[src/rtl/cache_miss_ctrl.sv]
// cache_miss_ctrl: miss sequencer for the 2-way write-back data cache (victim write-back, block fill, refill strobe).
// Optional feature macro: CACHE_PERF_EN adds miss / write-back / stall-cycle performance counters.
module cache_miss_ctrl #(
    parameter int BLOCK_W    = 128,
    parameter int REFILL_CNT = 20,
    parameter int PERF_W     = 32
) (
    input  logic               i_clk,
    input  logic               i_reset_n,
    input  logic               i_access,
    input  logic               i_write,
    input  logic               i_hit,
    input  logic [17:0]        i_tag,
    input  logic [9:0]         i_set,
    input  logic [17:0]        i_miss_tag,
    input  logic [BLOCK_W-1:0] i_victim_data,
    input  logic               i_victim_valid,
    input  logic               i_victim_dirty,
    output logic               o_stall,
    output logic [4:0]         o_stall_count,
    output logic [BLOCK_W-1:0] o_replace_data,
    output logic               o_mem_req,
    output logic               o_mem_we,
    output logic [31:0]        o_mem_addr,
    output logic [BLOCK_W-1:0] o_mem_wdata,
`ifdef CACHE_PERF_EN
    output logic [PERF_W-1:0]  o_miss_cnt,
    output logic [PERF_W-1:0]  o_wb_cnt,
    output logic [PERF_W-1:0]  o_stall_cyc_cnt,
`endif
    input  logic               i_mem_ack,
    input  logic [BLOCK_W-1:0] i_mem_rdata
);
    typedef enum logic [2:0] {IDLE, WB, FILL, REFILL, RESUME} state_t;
    state_t             r_state, w_next;
    logic [17:0]        r_tag;
    logic [9:0]         r_set;
    logic               r_write;
    logic               r_mem_req;
    logic               r_mem_we;
    logic [31:0]        r_mem_addr;
    logic [BLOCK_W-1:0] r_mem_wdata;
    logic [BLOCK_W-1:0] r_replace_data;
    logic               w_miss;
    logic               w_dirty;
    logic               w_ack;
    // The store flag is captured for completeness; the merge itself happens in the cache on replay.
    logic               w_unused;
    assign w_unused = r_write;
    assign w_miss  = (r_state == IDLE) & i_access & ~i_hit;
    assign w_dirty = i_victim_valid & i_victim_dirty;
    assign w_ack   = r_mem_req & i_mem_ack;
    assign o_mem_req      = r_mem_req;
    assign o_mem_we       = r_mem_we;
    assign o_mem_addr     = r_mem_addr;
    assign o_mem_wdata    = r_mem_wdata;
    assign o_replace_data = r_replace_data;
    // State register.
    always_ff @(posedge i_clk or negedge i_reset_n) begin
        if (!i_reset_n) r_state <= IDLE;
        else r_state <= w_next;
    end
    // Next state plus combinational stall and refill strobe.
    always_comb begin
        w_next        = r_state;
        o_stall       = (r_state != IDLE) | w_miss;
        o_stall_count = (r_state == REFILL) ? 5'(REFILL_CNT) : 5'd0;
        case (r_state)
            IDLE:    w_next = w_miss ? (w_dirty ? WB : FILL) : IDLE;
            WB:      w_next = w_ack ? FILL : WB;
            FILL:    w_next = w_ack ? REFILL : FILL;
            REFILL:  w_next = RESUME;
            default: w_next = IDLE;
        endcase
    end
    // Capture the miss context and run the DRAM handshake; a WB ack drops the request for one cycle before the fill.
    always_ff @(posedge i_clk or negedge i_reset_n) begin
        if (!i_reset_n) begin
            r_tag          <= '0;
            r_set          <= '0;
            r_write        <= 1'b0;
            r_mem_req      <= 1'b0;
            r_mem_we       <= 1'b0;
            r_mem_addr     <= '0;
            r_mem_wdata    <= '0;
            r_replace_data <= '0;
        end else begin
            case (r_state)
                IDLE: if (w_miss) begin
                    r_tag       <= i_tag;
                    r_set       <= i_set;
                    r_write     <= i_write;
                    r_mem_req   <= 1'b1;
                    r_mem_we    <= w_dirty;
                    r_mem_addr  <= w_dirty ? {i_miss_tag, i_set, 4'b0} : {i_tag, i_set, 4'b0};
                    r_mem_wdata <= i_victim_data;
                end
                WB: if (w_ack) begin
                    r_mem_req  <= 1'b0;
                    r_mem_we   <= 1'b0;
                    r_mem_addr <= {r_tag, r_set, 4'b0};
                end
                FILL: if (!r_mem_req) r_mem_req <= 1'b1;
                else if (w_ack) begin
                    r_mem_req      <= 1'b0;
                    r_replace_data <= i_mem_rdata;
                end
                default: ;
            endcase
        end
    end
`ifdef CACHE_PERF_EN
    // Free-running wrap-around performance counters.
    always_ff @(posedge i_clk or negedge i_reset_n) begin
        if (!i_reset_n) begin
            o_miss_cnt      <= '0;
            o_wb_cnt        <= '0;
            o_stall_cyc_cnt <= '0;
        end else begin
            o_miss_cnt      <= o_miss_cnt + PERF_W'(w_miss);
            o_wb_cnt        <= o_wb_cnt + PERF_W'(w_miss & w_dirty);
            o_stall_cyc_cnt <= o_stall_cyc_cnt + PERF_W'(o_stall);
        end
    end
`else
    localparam int unused_perf_w = PERF_W;
`endif
endmodule
[config.mk]
export PLATFORM = sky130hd
export DESIGN_NAME = cache_miss_ctrl
export DESIGN_NICKNAME = d
export VERILOG_FILES = /design/src/rtl/cache_miss_ctrl.sv
export SDC_FILE = /design/constraint.sdc
export NUM_CORES = 1
export LEC_CHECK = 0
export BUFFER_PORTS_ARGS = -buffer_cell sky130_fd_sc_hd__buf_2
export CAP_MARGIN = 25
export CORE_AREA = 2 2 234 236
export CTS_BUF_LIST = sky130_fd_sc_hd__clkbuf_2
export CTS_CLUSTER_SIZE = 8
export DETAILED_ROUTE_END_ITERATION = 10
export DIE_AREA = 0 0 236 238
export SETUP_SLACK_MARGIN = 0.02
export SLEW_MARGIN = 20
export SYNTH_ARGS = -nofsm -noshare
export SYNTH_HDL_FRONTEND = slang
export SYNTH_SLANG_ARGS = --single-unit
[constraint.sdc]
create_clock -name i_clk -period 2.67 [get_ports i_clk]
set_clock_uncertainty 0.2 [all_clocks]
set_input_delay 0.1335 -clock i_clk [delete_from_list [all_inputs] [get_ports i_clk]]
set_output_delay 0.1335 -clock i_clk [all_outputs]
set_load 0.03 [all_outputs]
==> results of run 1 <==
through the flow:
stage | hold slack (ns) | setup slack [ns] | instances
detailed placement | -0.0200 | 0.439 | 2379
global placement | -0.0144 | 0.488 | 2379
floorplan | -0.362 | 0.861 | 1125
cells by family after synthesis:
group           Yosys count  synth area share
simple gates            564             0.172
other cells               1          0.000294
compound gates           36            0.0250
flops                   317             0.621
mux                     128             0.145
buf+inv                  73            0.0368
==> metrics.txt, run 1 <==
# TYPE chip_impl_metric gauge
chip_impl_info{name="status",value="did not finish"} 1
chip_impl_info{name="haltStage",value="clock tree synthesis (4_1_cts)"} 1
chip_impl_info{name="first-error",value="[ERROR RSZ-0060] Max buffer count reached."} 1
chip_impl_info{name="netlist_top_cells_area",value="dfrtp_1 (62%), nand2_1 (15%), mux2_4 (13%), mux2_2 (1.7%), buf_2 (1.5%)"} 1
chip_impl_metric{name="ctsLongestPathBuffers",unit=""} 3
chip_impl_metric{name="fp.dieH",unit="um"} 238
chip_impl_metric{name="pin_count",unit=""} 606
chip_impl_metric{name="synth_sequential_area_ratio",unit=""} 0.621
chip_impl_metric{name="htree_num_levels",unit=""} 3
chip_impl_metric{name="hpwlAfterDp",unit="mm"} 29.0
chip_impl_metric{name="post-synth-top-area-fraction",unit=""} 0.621
chip_impl_metric{name="floorplan.die.width",unit="um"} 236
chip_impl_metric{name="cts_resized",unit=""} 1
chip_impl_metric{name="postCtsHoldBufs",unit=""} 508
chip_impl_info{name="clk_root_buffer_cell",value="clkbuf_2"} 1
chip_impl_metric{name="rows",unit=""} 85
chip_impl_metric{name="cts_post_setup_buffers_inserted",unit=""} 0
chip_impl_metric{name="ys_ff_latch",unit=""} 317
chip_impl_info{name="synth_top_flop_cell",value="dfrtp_1"} 1
chip_impl_metric{name="port_buffers",unit=""} 597
chip_impl_metric{name="cts_num_sinks",unit=""} 317
chip_impl_info{name="most_numerous_cell_in_the_yosys_netlist",value="nand2_1"} 1
chip_impl_metric{name="placement.cell_area",unit="mm^2"} 0.0166
chip_impl_metric{name="postSynthCellCount",unit=""} 1119
chip_impl_metric{name="globalplace.congestion",unit=""} 0.803
chip_impl_metric{name="cts_buffers",unit=""} 87
chip_impl_metric{name="synth_cell_type_count",unit=""} 31
chip_impl_metric{name="synth-edff-count",unit=""} 0
chip_impl_metric{name="async_reset_ff_frac",unit=""} 1.00
chip_impl_metric{name="syn-mean-instance-area",unit="um^2"} 11.4
chip_impl_info{name="synth_area_leader_cell",value="dfrtp_1"} 1
chip_impl_metric{name="yosysWarnings",unit=""} 0
chip_impl_info{name="synthTopCellsByCount",value="nand2_1 (510), dfrtp_1 (317), mux2_4 (109)"} 1
chip_impl_metric{name="starting_density_of_the_core",unit=""} 0.239
chip_impl_metric{name="netlist_area",unit="mm^2"} 0.0128
==> inputs of run 2 (changes only) <==
--- a/config.mk
+++ b/config.mk
@@ -7,12 +7,10 @@
 export LEC_CHECK = 0
 export BUFFER_PORTS_ARGS = -buffer_cell sky130_fd_sc_hd__buf_2
 export CAP_MARGIN = 25
-export CORE_AREA = 2 2 234 236
-export CTS_BUF_LIST = sky130_fd_sc_hd__clkbuf_2
-export CTS_CLUSTER_SIZE = 8
+export CORE_AREA = 2 2 237 239
 export DETAILED_ROUTE_END_ITERATION = 10
-export DIE_AREA = 0 0 236 238
-export SETUP_SLACK_MARGIN = 0.02
+export DIE_AREA = 0 0 239 241
+export PLACE_DENSITY_LB_ADDON = 0.15
 export SLEW_MARGIN = 20
 export SYNTH_ARGS = -nofsm -noshare
 export SYNTH_HDL_FRONTEND = slang
==> metrics.txt, run 2 <==
# TYPE chip_impl_metric gauge
chip_impl_metric{name="report.final.slew_viol_count",unit=""} 0
chip_impl_metric{name="async_reset_ff_frac",unit=""} 1.00
chip_impl_info{name="hold_path_startpoint",value="i_access"} 1
chip_impl_metric{name="ir_worst_vdd",unit="uV"} 564
chip_impl_metric{name="htree_num_levels",unit=""} 2
chip_impl_metric{name="p_per_area",unit="mW/mm^2"} 1210
chip_impl_info{name="crit-reg2reg-capture",value="o_mem_wdata[42]"} 1
chip_impl_info{name="layout.cells.most_common",value="buf_2"} 1
chip_impl_info{name="grt_busiest_layer",value="met2"} 1
chip_impl_metric{name="ys_ff_latch",unit=""} 317
chip_impl_metric{name="fp.dieH",unit="um"} 241
chip_impl_metric{name="timing.reg2reg.setup_slack",unit="ns"} 0.50
chip_impl_metric{name="wp_buf_inv",unit=""} 1
chip_impl_metric{name="met3_use_gr",unit=""} 0.0375
chip_impl_metric{name="global_route.overflow_total",unit=""} 0
chip_impl_info{name="hold_end",value="r_state[1]"} 1
chip_impl_info{name="mostFrequentLayoutCells",value="buf_2 (596), nand2_1 (509), dfrtp_1 (317)"} 1
chip_impl_metric{name="share_comb_of_total_power",unit=""} 0.463
chip_impl_metric{name="drt-vias-per-instance",unit=""} 4.07
chip_impl_metric{name="max_stage_delay",unit="ns"} 0.50
chip_impl_metric{name="worst-path-max-fanout",unit=""} 96
chip_impl_metric{name="timing.fmax",unit="MHz"} 460
chip_impl_metric{name="critPathRequiredTime",unit="ns"} 2.90
chip_impl_metric{name="pin_count",unit=""} 606
chip_impl_metric{name="worstMarginPinSlew",unit="ns"} 0.629
chip_impl_info{name="netlist_top_cells_area",value="dfrtp_1 (62%), nand2_1 (15%), mux2_4 (13%), mux2_2 (1.7%), buf_2 (1.5%)"} 1
chip_impl_metric{name="clock_power_share",unit=""} 0.205
chip_impl_metric{name="finalSetupViolCount",unit=""} 0
chip_impl_metric{name="number_of_max_capacitance_violations_reported",unit=""} 0
chip_impl_metric{name="power.net_switching",unit="W"} 0.0109
chip_impl_metric{name="finish.net_count",unit=""} 2338
chip_impl_metric{name="setup_ws",unit="ns"} 0.497
chip_impl_metric{name="synth-edff-count",unit=""} 0
chip_impl_metric{name="internal_power",unit="W"} 0.0144
chip_impl_metric{name="coreArea",unit="mm^2"} 0.0549
chip_impl_metric{name="gr-usage-met1",unit=""} 0.182
chip_impl_metric{name="syn-mean-instance-area",unit="um^2"} 11.4
chip_impl_metric{name="grt_start_max_net_pins",unit=""} 97
chip_impl_metric{name="worst_setup_hold_path_clk_slew",unit="ns"} 0.06
chip_impl_metric{name="detail-route-antenna-nets",unit=""} 0
chip_impl_metric{name="grt_pass1_vias",unit=""} 11873
chip_impl_metric{name="power_leakage",unit="nW"} 11.2
chip_impl_metric{name="globalplace.congestion",unit=""} 0.758
chip_impl_metric{name="swShare",unit=""} 0.431
chip_impl_info{name="endpoint_kind",value="flop"} 1
chip_impl_metric{name="post-layout-total-power",unit="W"} 0.0253
chip_impl_info{name="critical_path.slowest_cell",value="dfrtp_1"} 1
chip_impl_info{name="timing.rr.start",value="r_state[0]"} 1
chip_impl_info{name="grt_setup_unrepaired",value="false"} 1
chip_impl_metric{name="worst_slew_margin_rel",unit=""} 0.579
chip_impl_metric{name="cts_num_sinks",unit=""} 317
chip_impl_metric{name="antenna_found_initial",unit=""} 0
chip_impl_metric{name="floorplan.die.width",unit="um"} 239
chip_impl_metric{name="wirelength",unit="mm"} 46.2
chip_impl_metric{name="grt_first_pass_wirelength",unit="mm"} 69.0
chip_impl_metric{name="clk_latency",unit="ns"} 0.54
chip_impl_metric{name="ctsLongestPathBuffers",unit=""} 3
chip_impl_info{name="critical_path.top_delay_family",value="simple AND/OR/NAND/NOR gates"} 1
chip_impl_info{name="clk_root_buffer_cell",value="clkbuf_16"} 1
chip_impl_metric{name="num_antenna_cells",unit=""} 0
chip_impl_metric{name="synth_sequential_area_ratio",unit=""} 0.621
chip_impl_metric{name="globalRouteMet2Util",unit=""} 0.273
chip_impl_metric{name="synth_cell_type_count",unit=""} 31
chip_impl_metric{name="starting_density_of_the_core",unit=""} 0.233
chip_impl_metric{name="avgRoutedWirePerCell",unit="um"} 16.7
chip_impl_info{name="tritoncts",value="built"} 1
chip_impl_info{name="synth_area_leader_cell",value="dfrtp_1"} 1
chip_impl_metric{name="layout-drive-gt1-share",unit=""} 0.403
chip_impl_metric{name="netlist_area",unit="mm^2"} 0.0128
chip_impl_metric{name="hold_violations",unit=""} 0
chip_impl_info{name="synth_top_flop_cell",value="dfrtp_1"} 1
chip_impl_metric{name="setup_total_negative_slack",unit="ns"} 0
chip_impl_metric{name="post-synth-top-area-fraction",unit=""} 0.621
chip_impl_info{name="critical_path.most_common_cell",value="nand2_1"} 1
chip_impl_metric{name="postSynthCellCount",unit=""} 1119
chip_impl_metric{name="period_minus_slack",unit="ns"} 2.17
chip_impl_metric{name="nFillCells",unit=""} 5470
chip_impl_metric{name="power.sequential.fraction",unit=""} 0.332
chip_impl_metric{name="cts_buffers",unit=""} 39
chip_impl_info{name="synthTopCellsByCount",value="nand2_1 (510), dfrtp_1 (317), mux2_4 (109)"} 1
chip_impl_info{name="timing.setup.critical_path_class",value="flop to flop"} 1
chip_impl_metric{name="detail_route.drc_violations",unit=""} 0
chip_impl_metric{name="rows",unit=""} 86
chip_impl_metric{name="syn_to_final_growth",unit="%"} 63.9
chip_impl_metric{name="period_share",unit=""} 0.814
chip_impl_metric{name="hpwlAfterDp",unit="mm"} 32.4
chip_impl_info{name="worstSetupStartpointType",value="flop"} 1
chip_impl_metric{name="hold-path-cell-count",unit=""} 5
chip_impl_info{name="path_category_of_the_worst_min_delay_check",value="input port to flop"} 1
chip_impl_metric{name="global_route.usage.total",unit=""} 0.154
chip_impl_metric{name="detail_route.first_pass.iterations",unit=""} 4
chip_impl_metric{name="die-area",unit="mm^2"} 0.0576
chip_impl_metric{name="dr_total_vias",unit=""} 11227
chip_impl_metric{name="first_iter_violations",unit=""} 453
chip_impl_metric{name="yosysWarnings",unit=""} 0
chip_impl_info{name="crit_chain",value="nor3_2 -> nand2_4 -> buf_12 -> nand2_1 -> nand2_1"} 1
chip_impl_metric{name="preCtsSetupSlack",unit="ns"} 0.541
chip_impl_metric{name="critPathArrivalTime",unit="ns"} 2.41
chip_impl_metric{name="port_buffers",unit=""} 597
chip_impl_info{name="status",value="completed"} 1
chip_impl_info{name="most_numerous_cell_in_the_yosys_netlist",value="nand2_1"} 1
chip_impl_metric{name="rr_worst_depth",unit=""} 5
run 2: layout make-up:
cell class,instances,area [um^2],area share
clock buffer,55,1110,0.0529
sequential,317,7930,0.379
clock inverter,11,120,0.00574
multi-input combinational,735,4400,0.210
inverter,1,3.75,0.000179
timing repair buffer,934,6490,0.310
tap,704,881,0.0421
run 2: power by group through the flow:
| stage | Clock (W) | Sequential [W] | Combinational [W] |
|---|---|---|---|
| final | 0.00517 | 0.00838 | 0.0117 |
| after global routing | 0.00556 | 0.00867 | 0.0125 |
| after CTS | 0.00537 | 0.00838 | 0.0119 |
| after detailed placement | 0 | 0.00842 | 0.0114 |
| after global placement | 0 | 0.00836 | 0.0114 |
| after floorplan | 0 | 0.0125 | 0.00356 |
run 2: worst reg2reg max path, delay by kind of cell, from the launching register on:
family                 cells  cell delay, ns
buffers and inverters      1            0.34
and+or+nand+nor            4            1.04
DFF                        1            0.50
run 2: worst max-delay path by stage:
stage                          start               to  slack, ns  depth (start not counted)
after global placement    r_state[0]  o_mem_wdata[30]       0.57                          5
after global routing      r_state[0]  o_mem_wdata[64]       0.40                          5
after detailed placement  r_state[0]  o_mem_wdata[64]       0.54                          5
after floorplan            o_mem_req   o_mem_addr[12]       0.86                          6
final                     r_state[0]  o_mem_wdata[42]       0.50                          5
after CTS                 r_state[0]  o_mem_wdata[64]       0.52                          5
run 2: stage by stage:
stage                     hold slack (ns)  std cells  utilization  instance area, um^2
after floorplan                    -0.362       1125            -                12800
after global placement            -0.0683       2385        0.303                16600
after detailed placement          -0.0637       2385        0.303                16600
after CTS                          0.0351       2757        0.381                20900
after global routing               0.0972       2757        0.381                20900
final                              0.0797       2757        0.381                20900
run 2: logic make-up (layout without fill, tap and decap cells):
kind of cell	Yosys count	after routing	share of synthesized area
multiplexers	128	128	0.145
other	1	7	0.000294
AND/OR/NAND/NOR	564	564	0.172
buffers and inverters	73	1001	0.0368
AO/OA/AOI/OAI	36	36	0.0250
flip-flops	317	317	0.621
run 2: metal layers:
layer,routed length [um],vias up
met5,0,-
met4,1330,0
met3,2660,81
met2,23600,336
met1,18600,5407
li1,-,5403
run 2: repair_timing:
| action | CTS | global route |
|---|---|---|
| buffers inserted | 0 | 0 |
| setup endpoints to repair | 0 | 0 |
| gates resized for setup | 0 | 0 |
| hold buffers | 306 | 0 |
| hold endpoints to repair | 632 | 0 |
(Power assumes the default switching activity.)
==> inputs of run 3 (changes only) <==
==> constraint.sdc (replaced) <==
create_clock -name i_clk -period 2.1 [get_ports i_clk]
set_clock_uncertainty 0.2 [all_clocks]
set_input_delay 0.105 -clock i_clk [delete_from_list [all_inputs] [get_ports i_clk]]
set_output_delay 0.105 -clock i_clk [all_outputs]
set_load 0.03 [all_outputs]
==> metrics.txt, run 3 (same netlist as run 2, synthesis figures left out) <==
# TYPE chip_impl_metric gauge
chip_impl_metric{name="ir_worst_vdd",unit="uV"} 977
chip_impl_metric{name="power_leakage",unit="nW"} 11.3
chip_impl_metric{name="cts_num_sinks",unit=""} 317
chip_impl_metric{name="ctsLongestPathBuffers",unit=""} 3
chip_impl_metric{name="syn_to_final_growth",unit="%"} 66.4
chip_impl_info{name="path_category_of_the_worst_min_delay_check",value="input port to async pin"} 1
chip_impl_metric{name="detail_route.drc_violations",unit=""} 0
chip_impl_metric{name="finish.utilization",unit=""} 0.387
chip_impl_metric{name="finalSetupViolCount",unit=""} 0
chip_impl_metric{name="global_route.usage.total",unit=""} 0.154
chip_impl_metric{name="placement.cell_area",unit="mm^2"} 0.0168
chip_impl_metric{name="rows",unit=""} 86
chip_impl_metric{name="worst-path-max-fanout",unit=""} 8
chip_impl_info{name="grt_setup_unrepaired",value="false"} 1
chip_impl_metric{name="pin_count",unit=""} 606
chip_impl_metric{name="fp.dieH",unit="um"} 241
chip_impl_metric{name="setup_total_negative_slack",unit="ns"} 0
chip_impl_metric{name="report.final.slew_viol_count",unit=""} 0
chip_impl_metric{name="hold_violations",unit=""} 0
chip_impl_info{name="layout.cells.most_common",value="buf_2"} 1
chip_impl_metric{name="setup_ws",unit="ns"} 0.0837
chip_impl_metric{name="finalInstanceArea",unit="mm^2"} 0.0213
chip_impl_metric{name="critPathRequiredTime",unit="ns"} 2.33
chip_impl_metric{name="htree_num_levels",unit=""} 2
chip_impl_metric{name="internal_power",unit="W"} 0.0188
chip_impl_metric{name="swShare",unit=""} 0.426
chip_impl_metric{name="period_share",unit=""} 0.960
chip_impl_info{name="status",value="completed"} 1
chip_impl_metric{name="wirelength",unit="mm"} 46.4
chip_impl_metric{name="die-area",unit="mm^2"} 0.0576
chip_impl_metric{name="grt_first_pass_wirelength",unit="mm"} 69.1
chip_impl_metric{name="cts_buffers",unit=""} 40
chip_impl_metric{name="timing.fmax",unit="MHz"} 496
chip_impl_metric{name="wp_buf_inv",unit=""} 2
chip_impl_metric{name="worst_setup_hold_path_clk_slew",unit="ns"} 0.06
chip_impl_metric{name="dr_total_vias",unit=""} 11337
chip_impl_metric{name="clock_power_share",unit=""} 0.213
chip_impl_metric{name="clk_latency",unit="ns"} 0.53
chip_impl_metric{name="layout-drive-gt1-share",unit=""} 0.409
chip_impl_metric{name="detail_route.first_pass.iterations",unit=""} 4
chip_impl_metric{name="drt-vias-per-instance",unit=""} 4.08
chip_impl_info{name="clk_root_buffer_cell",value="clkbuf_16"} 1
chip_impl_info{name="crit_chain",value="nor2_2 -> nand4_1 -> buf_12 -> mux2_2 -> dlygate4sd3_1"} 1
chip_impl_info{name="mostFrequentLayoutCells",value="buf_2 (596), nand2_1 (509), dfrtp_1 (315)"} 1
chip_impl_metric{name="preCtsSetupSlack",unit="ns"} 0.124
chip_impl_metric{name="power.net_switching",unit="W"} 0.0139
chip_impl_info{name="worstSetupStartpointType",value="flop"} 1
chip_impl_metric{name="port_buffers",unit=""} 597
chip_impl_info{name="endpoint_kind",value="flop"} 1
chip_impl_metric{name="detail-route-antenna-nets",unit=""} 0
chip_impl_metric{name="hpwlAfterDp",unit="mm"} 32.9
chip_impl_metric{name="coreArea",unit="mm^2"} 0.0549
chip_impl_info{name="critical_path.top_delay_family",value="buffers and inverters"} 1
chip_impl_metric{name="post-layout-total-power",unit="W"} 0.0327
chip_impl_metric{name="avgRoutedWirePerCell",unit="um"} 16.7
chip_impl_metric{name="p_per_area",unit="mW/mm^2"} 1540
chip_impl_info{name="tritoncts",value="built"} 1
chip_impl_info{name="timing.setup.critical_path_class",value="flop to flop"} 1
chip_impl_metric{name="antenna_found_initial",unit=""} 0
chip_impl_metric{name="power.sequential.fraction",unit=""} 0.326
chip_impl_metric{name="critPathArrivalTime",unit="ns"} 2.25
chip_impl_metric{name="globalplace.congestion",unit=""} 0.776
chip_impl_metric{name="num_antenna_cells",unit=""} 0
chip_impl_metric{name="period_minus_slack",unit="ns"} 2.02
chip_impl_metric{name="number_of_max_capacitance_violations_reported",unit=""} 0
chip_impl_metric{name="floorplan.die.width",unit="um"} 239
chip_impl_metric{name="share_comb_of_total_power",unit=""} 0.461
chip_impl_metric{name="max_stage_delay",unit="ns"} 0.55
chip_impl_metric{name="grt_pass1_vias",unit=""} 12015
chip_impl_metric{name="first_iter_violations",unit=""} 486
chip_impl_info{name="critical_path.slowest_cell",value="dlygate4sd3_1"} 1
chip_impl_metric{name="grt_start_max_net_pins",unit=""} 57
chip_impl_metric{name="starting_density_of_the_core",unit=""} 0.233
chip_impl_metric{name="global_route.overflow_total",unit=""} 0
chip_impl_metric{name="finish.net_count",unit=""} 2356
run 3: cell types whose count changed in the layout (fill, tap and decap cells not counted), sizes merged:
cell         before  now
clkinv            8    5
bufinv            2    1
buf             629  643
clkbuf           55   64
dlygate4sd3     305  308
run 3: layer usage:
| metal | vias up | GRT usage | part of all wire |
|---|---|---|---|
| met4 | 0 | 0.0561 | 0.030 |
| li1 | 5442 | - | - |
| met1 | 5463 | 0.182 | 0.40 |
| met3 | 80 | 0.0335 | 0.059 |
| met2 | 352 | 0.273 | 0.51 |
| met5 | - | 0 | 0 |
run 3: power by group through the flow:
| stage | clock network, W | logic (W) | registers [W] |
|---|---|---|---|
| floorplan | 0 | 0.00452 | 0.0159 |
| global placement | 0 | 0.0146 | 0.0106 |
| detailed placement | 0 | 0.0147 | 0.0107 |
| CTS | 0.00722 | 0.0152 | 0.0106 |
| global route | 0.00748 | 0.0161 | 0.0110 |
| finish | 0.00696 | 0.0151 | 0.0106 |
run 3: repair_timing:
| item | in CTS | in global routing |
|---|---|---|
| hold buffers | 309 | 0 |
| setup buffers | 0 | 1 |
| gates resized for setup | 0 | 2 |
| setup endpoints to repair | 0 | 1 |
| hold endpoints to repair | 633 | 0 |
run 3: path summary, 6_finish.rpt:
path | depth (start not counted) | endpoint | from | slack, ns
setup / recovery | 5 | o_replace_data[1] | r_state[2] | 0.08
hold / removal | 3 | o_replace_data[112] | i_reset_n | 0.02
setup reg to reg | 5 | o_replace_data[1] | r_state[2] | 0.08
hold reg to reg | 2 | o_mem_wdata[32] | o_mem_wdata[32] | 0.27
max in group asynchronous | 4 | o_mem_wdata[110] | i_reset_n | 1.29
min in group i_clk | 5 | o_mem_addr[26] | i_victim_valid | 0.09
run 3: final cells by class:
type                            count  area [um^2]
Fill cell                        5475        33600
Sequential cell                   317         7940
Timing Repair Buffer              951         6700
Multi-Input combinational cell    735         4400
Clock buffer                       64         1260
Tap cell                          704          881
Clock inverter                      7         75.1
Inverter                            1         3.75
run 3: worst min-delay path, delay by kind of cell:
kind	cells	cell delay (ns)
buf+inv	3	1.00
run 3: through the flow:
| stage | instances | hold WS [ns] |
|---|---|---|
| 2_1_floorplan | 1125 | -0.391 |
| 3_3_place_gp | 2398 | -0.129 |
| 3_5_place_dp | 2398 | -0.124 |
| 4_1_cts | 2778 | 0.000303 |
| 5_1_grt | 2779 | 0.0363 |
| 6_report | 2779 | 0.0152 |
